`config.mk`:
```
export PLATFORM = sky130hd
export DESIGN_NAME = mem_wb_pipe
export DESIGN_NICKNAME = d
export VERILOG_FILES = /design/src/rtl/mem_wb_pipe_pkg.sv /design/src/rtl/mem_wb_pipe_load_align.sv /design/src/rtl/mem_wb_pipe.sv
export SDC_FILE = /design/constraint.sdc
export NUM_CORES = 1
export LEC_CHECK = 0
export ABC_CLOCK_PERIOD_IN_PS = 5200
export CAP_MARGIN = 0
export CORE_UTILIZATION = 60
export DETAILED_ROUTE_END_ITERATION = 12
export DONT_BUFFER_PORTS = 1
export PLACE_DENSITY = 0.76
export SLEW_MARGIN = 20
export SYNTH_ARGS = -nofsm -noshare
export SYNTH_HDL_FRONTEND = slang
export SYNTH_HIERARCHICAL = 1
export SYNTH_SLANG_ARGS = --single-unit
```
`constraint.sdc`:
```
create_clock -name clk -period 5.2 [get_ports clk]
set_input_delay 0.78 -clock clk [delete_from_list [all_inputs] [get_ports clk]]
set_output_delay 0.78 -clock clk [all_outputs]
set_load 0.005 [all_outputs]
```
`src/rtl/mem_wb_pipe_pkg.sv`:
```
// Shared widths and funct3 load/store encodings for the MEM stage.
package mem_wb_pipe_pkg;

   localparam int XLEN = 32;
   localparam int RA_W = 5;

   localparam logic [2:0] F3_B  = 3'b000;
   localparam logic [2:0] F3_H  = 3'b001;
   localparam logic [2:0] F3_W  = 3'b010;
   localparam logic [2:0] F3_BU = 3'b100;
   localparam logic [2:0] F3_HU = 3'b101;

   typedef struct packed {
      logic            valid;
      logic            regwrite;
      logic            memread;
      logic            memwrite;
      logic [2:0]      funct3;
      logic [RA_W-1:0] rd;
      logic [XLEN-1:0] alu_res;
      logic [XLEN-1:0] rs2_data;
   } exmem_t;

   typedef struct packed {
      logic            valid;
      logic            regwrite;
      logic [RA_W-1:0] rd;
      logic [XLEN-1:0] wdata;
   } memwb_t;

endpackage

```
`src/rtl/mem_wb_pipe_load_align.sv`:
```
// Load data alignment: picks byte/half/word by address, sign/zero extends.
module mem_load_align
   import mem_wb_pipe_pkg::*;
(
   input  logic [XLEN-1:0] rdata,
   input  logic [1:0]      addr_lo,
   input  logic [2:0]      funct3,
   output logic [XLEN-1:0] value
);

   logic [7:0]  byte_sel;
   logic [15:0] half_sel;
   logic        uns;

   always_comb begin
      uns      = funct3[2];
      byte_sel = rdata[7:0];
      half_sel = addr_lo[1] ? rdata[31:16] : rdata[15:0];
      unique case (addr_lo)
         2'd0: byte_sel = rdata[7:0];
         2'd1: byte_sel = rdata[15:8];
         2'd2: byte_sel = rdata[23:16];
         2'd3: byte_sel = rdata[31:24];
         default: byte_sel = rdata[7:0];
      endcase
      value = rdata;
      unique case (funct3[1:0])
         2'b00: value = {{24{~uns & byte_sel[7]}}, byte_sel};
         2'b01: value = {{16{~uns & half_sel[15]}}, half_sel};
         default: value = rdata;
      endcase
   end

endmodule

```
`src/rtl/mem_wb_pipe.sv`:
```
// EX/MEM + MEM/WB registers and MEM stage; `MEM_MISALIGN_CHK_EN adds the misalign output.
module mem_wb_pipe
   import mem_wb_pipe_pkg::*;
(
   input  logic            clk,
   input  logic            rst_n,
   input  logic            ex_valid,
   input  logic            ex_regwrite,
   input  logic            ex_memread,
   input  logic            ex_memwrite,
   input  logic [2:0]      ex_funct3,
   input  logic [RA_W-1:0] ex_rd,
   input  logic [XLEN-1:0] ex_alu_res,
   input  logic [XLEN-1:0] ex_rs2_data,
   output logic            dmem_req,
   output logic            dmem_we,
   output logic [XLEN-1:0] dmem_addr,
   output logic [XLEN-1:0] dmem_wdata,
   output logic [3:0]      dmem_be,
   input  logic            dmem_ready,
   input  logic [XLEN-1:0] dmem_rdata,
   output logic            mem_stall,
`ifdef MEM_MISALIGN_CHK_EN
   output logic            misalign,
`endif
   output logic            exmem_regwrite,
   output logic [RA_W-1:0] exmem_rd,
   output logic [XLEN-1:0] exmem_alu_res,
   output logic            memwb_regwrite,
   output logic [RA_W-1:0] memwb_rd,
   output logic [XLEN-1:0] memwb_wdata
);

   exmem_t exmem_q, exmem_d;
   memwb_t memwb_q, memwb_d;

   logic            req_raw;
   logic            mis;
   logic [1:0]      a_lo;
   logic [XLEN-1:0] load_val;

   assign a_lo = exmem_q.alu_res[1:0];

   mem_load_align u_align (
      .rdata   (dmem_rdata),
      .addr_lo (a_lo),
      .funct3  (exmem_q.funct3),
      .value   (load_val)
   );

   always_comb begin
      req_raw = exmem_q.valid & (exmem_q.memread | exmem_q.memwrite);
`ifdef MEM_MISALIGN_CHK_EN
      mis = req_raw &
            (((exmem_q.funct3[1:0] == 2'b01) & a_lo[0]) |
             ((exmem_q.funct3[1:0] == 2'b10) & (a_lo != 2'b00)));
      misalign = mis;
`else
      mis = 1'b0;
`endif
      dmem_req  = req_raw & ~mis;
      dmem_we   = dmem_req & exmem_q.memwrite;
      mem_stall = dmem_req & ~dmem_ready;
      dmem_addr = {exmem_q.alu_res[XLEN-1:2], 2'b00};

      dmem_wdata = exmem_q.rs2_data;
      dmem_be    = 4'b1111;
      unique case (exmem_q.funct3[1:0])
         2'b00: begin
            dmem_wdata = {4{exmem_q.rs2_data[7:0]}};
            dmem_be    = 4'b0001 << a_lo;
         end
         2'b01: begin
            dmem_wdata = {2{exmem_q.rs2_data[15:0]}};
            dmem_be    = a_lo[1] ? 4'b1100 : 4'b0011;
         end
         default: begin
            dmem_wdata = exmem_q.rs2_data;
            dmem_be    = 4'b1111;
         end
      endcase

      exmem_regwrite = exmem_q.valid & exmem_q.regwrite & (exmem_q.rd != '0);
      exmem_rd       = exmem_q.rd;
      exmem_alu_res  = exmem_q.alu_res;

      exmem_d = exmem_q;
      memwb_d = '0;
      if (!mem_stall) begin
         exmem_d.valid    = ex_valid;
         exmem_d.regwrite = ex_regwrite;
         exmem_d.memread  = ex_memread;
         exmem_d.memwrite = ex_memwrite;
         exmem_d.funct3   = ex_funct3;
         exmem_d.rd       = ex_rd;
         exmem_d.alu_res  = ex_alu_res;
         exmem_d.rs2_data = ex_rs2_data;
         memwb_d.valid    = exmem_q.valid;
         memwb_d.regwrite = exmem_regwrite & ~mis;
         memwb_d.rd       = exmem_q.rd;
         memwb_d.wdata    = exmem_q.memread ? load_val : exmem_q.alu_res;
      end

      memwb_regwrite = memwb_q.valid & memwb_q.regwrite & (memwb_q.rd != '0);
      memwb_rd       = memwb_q.rd;
      memwb_wdata    = memwb_q.wdata;
   end

   always_ff @(posedge clk or negedge rst_n) begin
      if (!rst_n) begin
         exmem_q <= '0;
         memwb_q <= '0;
      end else begin
         exmem_q <= exmem_d;
         memwb_q <= memwb_d;
      end
   end

endmodule

```
==> results of run 1 <==
cell type report:
class | instances | area, sq um | share of cell area
clock buffers | 22 | 453 | 0.0714
clock inverters | 10 | 83.8 | 0.0132
repair buffers | 8 | 80.1 | 0.0126
inverters | 2 | 7.51 | 0.00118
multi-input cells | 316 | 2670 | 0.420
well taps | 140 | 175 | 0.0276
flip-flops and latches | 115 | 2880 | 0.454
per-stage QoR:
stage	util	setup WS, ns	hold slack [ns]
global route	0.585	1.93	0.232
CTS	0.585	2.04	0.218
floorplan	-	3.06	0.471
finish	0.585	2.05	0.228
detailed placement	0.533	2.26	0.487
global placement	0.533	2.29	0.483
worst min-delay path by stage:
| stage | to | from | slack [ns] |
|---|---|---|---|
| floorplan | exmem_q[71] | exmem_q[71] | 0.47 |
| global placement | exmem_q[21] | exmem_q[21] | 0.48 |
| detailed placement | memwb_rd[1] | rst_n | 0.49 |
| CTS | memwb_rd[1] | rst_n | 0.22 |
| global route | memwb_rd[0] | rst_n | 0.23 |
| finish | exmem_alu_res[23] | rst_n | 0.23 |
kinds of logic (layout without fill, tap and decap cells):
group,Yosys count,after routing,synth area share
buffers and inverters,156,42,0.167
multiplexers,141,141,0.248
flip-flops,115,115,0.433
AND/OR/NAND/NOR,109,109,0.0756
AO/OA/AOI/OAI,64,64,0.0756
other,1,2,0.000564
Yosys cell counts:
library cell	count
o21bai_1	4
buf_4	115
buf_6	10
nor2b_1	25
o211ai_1	7
o311a_1	2
and2_1	1
buf_2	16
a211oi_1	7
mux2_2	83
nand2b_1	1
mux2_4	10
or2_1	1
a32oi_2	1
nand2_1	33
or2_2	2
o22ai_1	7
mux4_2	7
nor3_1	1
or3_1	3
conb_1	1
mux2i_1	41
o21ai_0	8
o211ai_2	10
nor2_1	41
dfrtp_1	115
o221ai_1	8
a21oi_1	9
inv_1	2
clkbuf_1	13
nor2b_4	1
o21a_1	1
worst max-delay path: cells and delay by family (launching register included):
family | cells | cell delay (ns)
simple gates | 1 | 0.60
flops | 1 | 0.53
mux | 1 | 0.44
buf+inv | 1 | 0.28
metal layers:
layer  vias to the layer above  GRT usage  routed length [microns]
met4                         0      0.109                      252
li1                       1669          -                        -
met5                         -          0                        0
met2                       211      0.387                     6640
met1                      1833      0.294                     5360
met3                        17     0.0914                     1360
state kept, by name (all words and copies together) (netlist names):
register / flops
exmem_alu_res: 32
memwb_rd: 5
memwb_wdata: 32
memwb_q: 2
exmem_rd: 5
exmem_q: 39
what timing repair did:
action,CTS,global route
hold endpoints to repair,115,0
hold buffers,1,0
buffers inserted,0,0
power groups by stage:
stage	registers [mW]	clock network (mW)	logic (mW)
after CTS	1.14	1.06	0.402
final	1.14	1.04	0.398
after global routing	1.16	1.10	0.439
after floorplan	1.07	0	0.530
after detailed placement	1.15	0	0.381
after global placement	1.15	0	0.368
==> flow_summary.yaml, run 1 <==
sta:
  setup_viol: 0
  fmax_mhz: 317
  setup_tns_ns: 0
  clock_skew_ns: 0.0167
  finalCriticalPeriod_ns: 3.15
  grt_setup_unrepaired: "false"
  worst_slew_margin_rel: 0.364
  tightestPinTransition_ns: 0.954
  finalHoldViolations: 0
  post-route-period-util: 0.606
  slew_violations: 0
setup_path:
  worstPathCellList: "buf_4, nor2_1, mux2_2"
  r2r_start: "exmem_q[70]"
  max_stage_delay_ns: 0.60
  crit_path_end_kind: "output port"
  startpoint: "exmem_q[69]"
  rrSetupSlack_ns: 2.26
  crit_path_end: "dmem_wdata[14]"
  crit_slowest_cell: "nor2_1"
  reg2regPathDepth: 7
  regToRegEndpoint: "memwb_wdata[30]"
  cp.arrival_ns: 2.37
  cp_max_fo: 14
  path_class: "register to output port"
  cp.required_ns: 4.42
  start_kind: "register"
power:
  finalPower_mw: 2.57
  p_sw_frac: 0.276
  clkPwrFrac: 0.403
  power.leakage_nw: 2.76
  power.net_switching_mw: 0.711
  combPwrFrac: 0.155
  cellPowerDensity_mw_per_mm2: 405
  peakVddDrop_mv: 0.267
  power.internal_mw: 1.86
  pwr-share-seq: 0.442
global_route:
  antenna_found_initial: 0
  grt_pass1_wl_microns: 20600
  track_usage: 0.243
  grt-ovfl-total: 0
  first_global_vias: 3779
  grt_max_degree: 116
synthesis:
  seq_area_frac_synth: 0.433
  yosysTopAreaCell: "dfrtp_1"
  synthCells: 586
  synth.cell_area_sq_mm: 0.00665
  synth_top_area_share: 0.433
  avgSynthCellArea_sq_um: 11.4
  synth_seq_cells: 115
  synth_cell_types: 32
  ys_warn_count: 6
  netlist_top_cells_area: "dfrtp_1 43%, mux2_2 14%, buf_4 13%, mux2i_1 6.2%, mux4_2 2.4%"
placement:
  post-dp-hpwl_microns: 9380
  numPortBuffers: 0
  dp_cells: 580
  placed_area_sq_mm: 0.00578
  place_congestion: 0.767
detailed_routing:
  num_vias: 3730
  viasPerCell: 6.08
  dr.first_iter.drc_count: 276
  wl_per_cell_microns: 22.2
  wirelength_microns: 13600
  drt-pass1-iter-count: 4
  ant_nets: 0
  drcViolationCount: 0
floorplanning:
  start_util: 0.614
  die_area_sq_mm: 0.0115
  fp.dieW_microns: 107
  die_y_microns: 107
  coreArea_sq_mm: 0.0108
  fp-row-count: 38
  ios: 258
final_layout:
  diodes: 0
  drive_gt1_frac: 0.323
  mostFrequentLayoutCell: "dfrtp_1"
  syn_to_final_growth_pct: -4.61
  n_fill_cell: 899
  finalNetCount: 571
  mostFrequentLayoutCells: "113 x dfrtp_1, 83 x mux2_2, 41 x mux2i_1, 41 x nor2_1, 33 x nand2_1"
  design_area_sq_mm: 0.00635
  final_cells: 613
clock_network:
  clk_latency_ns: 0.52
  htreeDepth: 4
  cts_resized: 0
  root_buffer: "clkbuf_8"
  clk_pin_slew_worst_paths_ns: 0.05
  cts_made_buffers: 17
  cts_sinks: 115
  clockBufferDepth: 2
  cts_tree: "done"
flow_run:
  maxCapViolCount: 0
hold_path:
  hold_class: "primary input to asynchronous set/reset pin"
outcome:
  status: "completed"
(Power assumes the default switching activity.)
==> run 2: changes to the inputs <==
- ABC_CLOCK_PERIOD_IN_PS: 5200 -> 2860
- CORE_UTILIZATION: 60 -> 58
- clock period: 5.2 -> 2.86 ns (I/O delays scaled with it)
==> run 2 against run 1 <==
- clock skew shrank 0.0056 ns
- global-route usage grew 0.084 points
- highest routed layer unchanged
- sequential share of layout area shrank 0.36 points
- largest power group unchanged
- clock power grew 86%
- the run now ends with negative hold slack left
- worst setup slack lost 1.4 ns
- sequential power grew 78%
- combinational power grew 91%
- first-iteration DRC count grew 28%
- critical path depth grew 1
- wire length grew 4.8%
- flip-flop and latch count is the same
==> flow_summary.yaml, run 2 (synthesized netlist as in run 1, its figures left out) <==
detailed_routing:
  ant_nets: 0
  drcViolationCount: 0
  viasPerCell: 6.14
  drt-pass1-iter-count: 4
  wirelength_microns: 14300
  wl_per_cell_microns: 23.0
  num_vias: 3807
  dr.first_iter.drc_count: 354
sta:
  setup_tns_ns: 0
  grt_setup_unrepaired: "false"
  finalHoldViolations: 115
  setup_viol: 0
  worst_slew_margin_rel: 0.500
  tightestPinTransition_ns: 0.750
  finalCriticalPeriod_ns: 2.19
  clock_skew_ns: 0.0111
  post-route-period-util: 0.767
  hold_ws_ns: -0.291
  setup_slack_ns: 0.666
  fmax_mhz: 456
  slew_violations: 0
setup_path:
  cp.required_ns: 2.43
  cp.arrival_ns: 1.76
  cp_max_fo: 37
  rrSetupSlack_ns: 0.76
  crit_slowest_cell: "dfrtp_2"
  r2r_start: "exmem_q[69]"
  max_stage_delay_ns: 0.40
  path_class: "register to output port"
  reg2regPathDepth: 6
  start_kind: "register"
  crit_path_end_kind: "output port"
  regToRegEndpoint: "memwb_wdata[28]"
  worstPathCellList: "buf_4, nor2_1, buf_4, mux2_2"
  crit_top_cell: "buf_4"
clock_network:
  cts_tree: "done"
  clk_pin_slew_worst_paths_ns: 0.05
  root_buffer: "clkbuf_16"
  cts_resized: 0
  clockBufferDepth: 2
  clk_latency_ns: 0.41
  htreeDepth: 4
  post_cts_buffers: 0
  cts_made_buffers: 17
  cts_sinks: 115
final_layout:
  syn_to_final_growth_pct: -3.84
  drive_gt1_frac: 0.325
  mostFrequentLayoutCells: "113 x dfrtp_1, 83 x mux2_2, 41 x mux2i_1, 41 x nor2_1, 33 x nand2_1"
  n_fill_cell: 889
  largest_reg_flops: 39
  top_register: "exmem_q"
  diodes: 0
  mostFrequentLayoutCell: "dfrtp_1"
  finalNetCount: 578
  design_area_sq_mm: 0.00640
  final_cells: 620
floorplanning:
  fp-row-count: 38
  ios: 258
  die_area_sq_mm: 0.0119
  fp.dieW_microns: 109
  start_util: 0.603
  coreArea_sq_mm: 0.0110
  die_y_microns: 109
placement:
  place_ws_ns: 0.796
  dp_cells: 588
  placed_area_sq_mm: 0.00585
  post-dp-hpwl_microns: 9800
  numPortBuffers: 0
  place_congestion: 0.717
global_route:
  grt_max_degree: 116
  antenna_found_initial: 0
  track_usage: 0.244
  grt-ovfl-total: 0
  first_global_vias: 3822
  grt_pass1_wl_microns: 21100
outcome:
  violations: "negative hold slack"
  status: "finished, violations left"
flow_run:
  maxCapViolCount: 0
hold_path:
  hold_class: "primary input to asynchronous set/reset pin"
power:
  peakVddDrop_mv: 0.632
  power.leakage_nw: 2.79
  cellPowerDensity_mw_per_mm2: 737
## run 2: area by class of cell
cell class / instances / area (sq um) / share of cell area
Clock buffer: 27 / 493 / 0.0771
Clock inverter: 5 / 50.0 / 0.00782
Inverter: 2 / 7.51 / 0.00117
Multi-Input combinational cell: 316 / 2670 / 0.417
Sequential cell: 115 / 2880 / 0.450
Tap cell: 140 / 175 / 0.0274
Timing Repair Buffer: 15 / 125 / 0.0196
## run 2: worst max-delay path by stage
stage                           startpoint              end  slack (ns)  cells past startpoint
after floorplan           exmem_alu_res[0]  memwb_wdata[11]        0.99                      7
after detailed placement       exmem_q[69]  memwb_wdata[28]        0.80                      6
after CTS                      exmem_q[70]    dmem_wdata[8]        0.64                      4
after global placement         exmem_q[69]  memwb_wdata[18]        0.89                      6
after global routing           exmem_q[70]    dmem_wdata[8]        0.52                      4
final                          exmem_q[70]    dmem_wdata[8]        0.67                      4
## run 2: where the power goes
| part | total, mW | switching [mW] | internal, mW |
|---|---|---|---|
| registers | 2.03 | 0.189 | 1.84 |
| logic | 0.759 | 0.383 | 0.376 |
| clock network | 1.93 | 0.677 | 1.25 |
## run 2: routing by layer
layer	part of all wire	GRT usage
met5	0	0
met2	0.49	0.382
met1	0.40	0.299
met4	0.018	0.103
met3	0.094	0.0956
## run 2: metrics by stage
step,power (mW),util
after detailed placement,2.81,0.531
after CTS,4.76,0.580
after global placement,2.78,0.531
final,4.72,0.580
after floorplan,2.92,-
after global routing,4.93,0.580
## run 2: worst max-delay path, delay by kind of cell, from the launching register on
kind | cells | cell delay, ns
buf+inv | 2 | 0.44
flops | 1 | 0.40
mux | 1 | 0.37
simple gates | 1 | 0.14
==> run 3: changes to the inputs <==
- ABC_CLOCK_PERIOD_IN_PS: 2860 -> 2290
- CORE_UTILIZATION: 58 -> 60
- clock period: 2.86 -> 2.29 ns (I/O delays scaled with it)
==> run 3 against run 2 <==
- the run still ends with negative hold slack left
- combinational power rose by 41%
- critical path depth unchanged
- clock power rose by 29%
- final area up 12%
- sequential share of layout area decreased by 4.9 points
- worst setup slack worse by 0.59 ns
- flip-flop and latch count unchanged
- count of clock-buffer cells in the layout is 6 lower
==> flow_summary.yaml, run 3 (synthesized netlist as in run 1, its figures left out) <==
power:
  peakVddDrop_mv: 0.537
  power.leakage_nw: 3.12
  cellPowerDensity_mw_per_mm2: 847
setup_path:
  cp.arrival_ns: 1.88
  cp_max_fo: 31
  cp.required_ns: 1.95
  reg2regPathDepth: 6
  regToRegEndpoint: "memwb_wdata[8]"
  path_class: "register to output port"
  crit_slowest_cell: "dfrtp_2"
  crit_path_end_kind: "output port"
  rrSetupSlack_ns: 0.30
  start_kind: "register"
  worstPathCellList: "buf_4, nor2_1, buf_4, mux2_2"
  max_stage_delay_ns: 0.41
  r2r_start: "exmem_alu_res[0]"
  crit_top_cell: "buf_4"
floorplanning:
  start_util: 0.614
  ios: 258
  fp-row-count: 38
  die_area_sq_mm: 0.0115
  fp.dieW_microns: 107
  die_y_microns: 107
  coreArea_sq_mm: 0.0108
final_layout:
  largest_reg_flops: 39
  finalNetCount: 654
  mostFrequentLayoutCell: "dfrtp_1"
  mostFrequentLayoutCells: "113 x dfrtp_1, 83 x mux2_2, 76 x dlygate4sd3_1, 41 x mux2i_1, 41 x nor2_1"
  final_cells: 696
  seqCellArea_sq_mm: 0.00288
  top_register: "exmem_q"
  diodes: 0
  n_fill_cell: 748
  syn_to_final_growth_pct: 8.03
  drive_gt1_frac: 0.290
  multi_input_area_sq_mm: 0.00267
flow_run:
  maxCapViolCount: 0
sta:
  post-route-period-util: 0.969
  worst_slew_margin_rel: 0.525
  fmax_mhz: 451
  finalHoldViolations: 115
  setup_viol: 0
  grt_setup_unrepaired: "false"
  tightestPinTransition_ns: 0.713
  finalCriticalPeriod_ns: 2.22
  clock_skew_ns: 0.00896
  setup_tns_ns: 0
  slew_violations: 0
  hold_ws_ns: -0.484
outcome:
  status: "finished, violations left"
  violations: "negative hold slack"
detailed_routing:
  dr.first_iter.drc_count: 336
  drt-pass1-iter-count: 4
  wl_per_cell_microns: 21.8
  num_vias: 4098
  wirelength_microns: 15200
  ant_nets: 0
  drcViolationCount: 0
  viasPerCell: 5.89
global_route:
  grt_pass1_wl_microns: 23200
  grt-ovfl-total: 0
  track_usage: 0.272
  grt_max_degree: 116
  first_global_vias: 4322
  antenna_found_initial: 0
placement:
  dp_cells: 588
  place_congestion: 0.762
  post-dp-hpwl_microns: 9730
  numPortBuffers: 0
clock_network:
  clk_pin_slew_worst_paths_ns: 0.06
  clk_latency_ns: 0.52
  clockBufferDepth: 2
  cts_sinks: 115
  cts_tree: "done"
  post_cts_buffers: 0
  hold_buffers: 76
  root_buffer: "clkbuf_8"
  htreeDepth: 4
  cts_made_buffers: 17
hold_path:
  hold_class: "primary input to asynchronous set/reset pin"
-- run 3: cell count changes in the layout (fill, tap and decap cells not counted) --
| cell | before | now |
|---|---|---|
| clkinv_2 | 4 | 7 |
| buf_12 | 1 | 2 |
| clkbuf_16 | 17 | 16 |
| buf_4 | 14 | 13 |
| clkbuf_1 | 7 | 2 |
| dlygate4sd3_1 | 0 | 76 |
| clkinvlp_4 | 0 | 2 |
| bufinv_16 | 1 | 2 |
-- run 3: metal layers --
metal | vias up | part of all wire | track usage
met5 | - | 0 | 0
met4 | 0 | 0.025 | 0.133
met3 | 31 | 0.094 | 0.0993
met2 | 217 | 0.49 | 0.441
met1 | 2026 | 0.39 | 0.319
li1 | 1824 | - | -
-- run 3: cell type report --
class,instances,share of cell area
Inverter,2,0.00104
Timing Repair Buffer,91,0.125
Tap cell,140,0.0244
Sequential cell,115,0.401
Clock buffer,21,0.0625
Clock inverter,11,0.0153
Multi-Input combinational cell,316,0.371
-- run 3: metrics by stage --
stage / worst slack (ns) / util / area (sq um) / power, mW
floorplan: 0.416 / - / 6660 / 3.64
detailed placement: 0.332 / 0.541 / 5870 / 3.52
global placement: 0.403 / 0.541 / 5870 / 3.48
CTS: 0.0447 / 0.663 / 7190 / 6.12
finish: 0.0712 / 0.663 / 7190 / 6.09
global route: 0.000168 / 0.663 / 7190 / 6.35
-- run 3: worst max-delay path by stage --
stage | from | cells past startpoint | to | slack, ns
after floorplan | exmem_alu_res[0] | 7 | memwb_wdata[11] | 0.42
after global placement | exmem_alu_res[0] | 6 | memwb_wdata[11] | 0.40
after detailed placement | exmem_alu_res[0] | 6 | memwb_wdata[11] | 0.33
after CTS | exmem_q[70] | 4 | dmem_wdata[9] | 0.04
after global routing | exmem_q[70] | 4 | dmem_wdata[12] | 0.0002
final | exmem_q[70] | 4 | dmem_wdata[13] | 0.07
-- run 3: what timing repair did --
item | 4_1_cts | 5_1_grt
endpoints found under the hold margin | 191 | 115
resized for setup | 0 | 0
setup endpoints to repair | 0 | 0
-- run 3: critical path: cells and delay by family (launching register included) --
family	cells	cell delay (ns)
simple gates	1	0.12
flops	1	0.41
buf+inv	2	0.43
mux	1	0.37
-- run 3: power breakdown --
part           switching [mW]  internal, mW
combinational           0.506         0.559
clock                   0.902          1.59
sequential              0.238          2.29
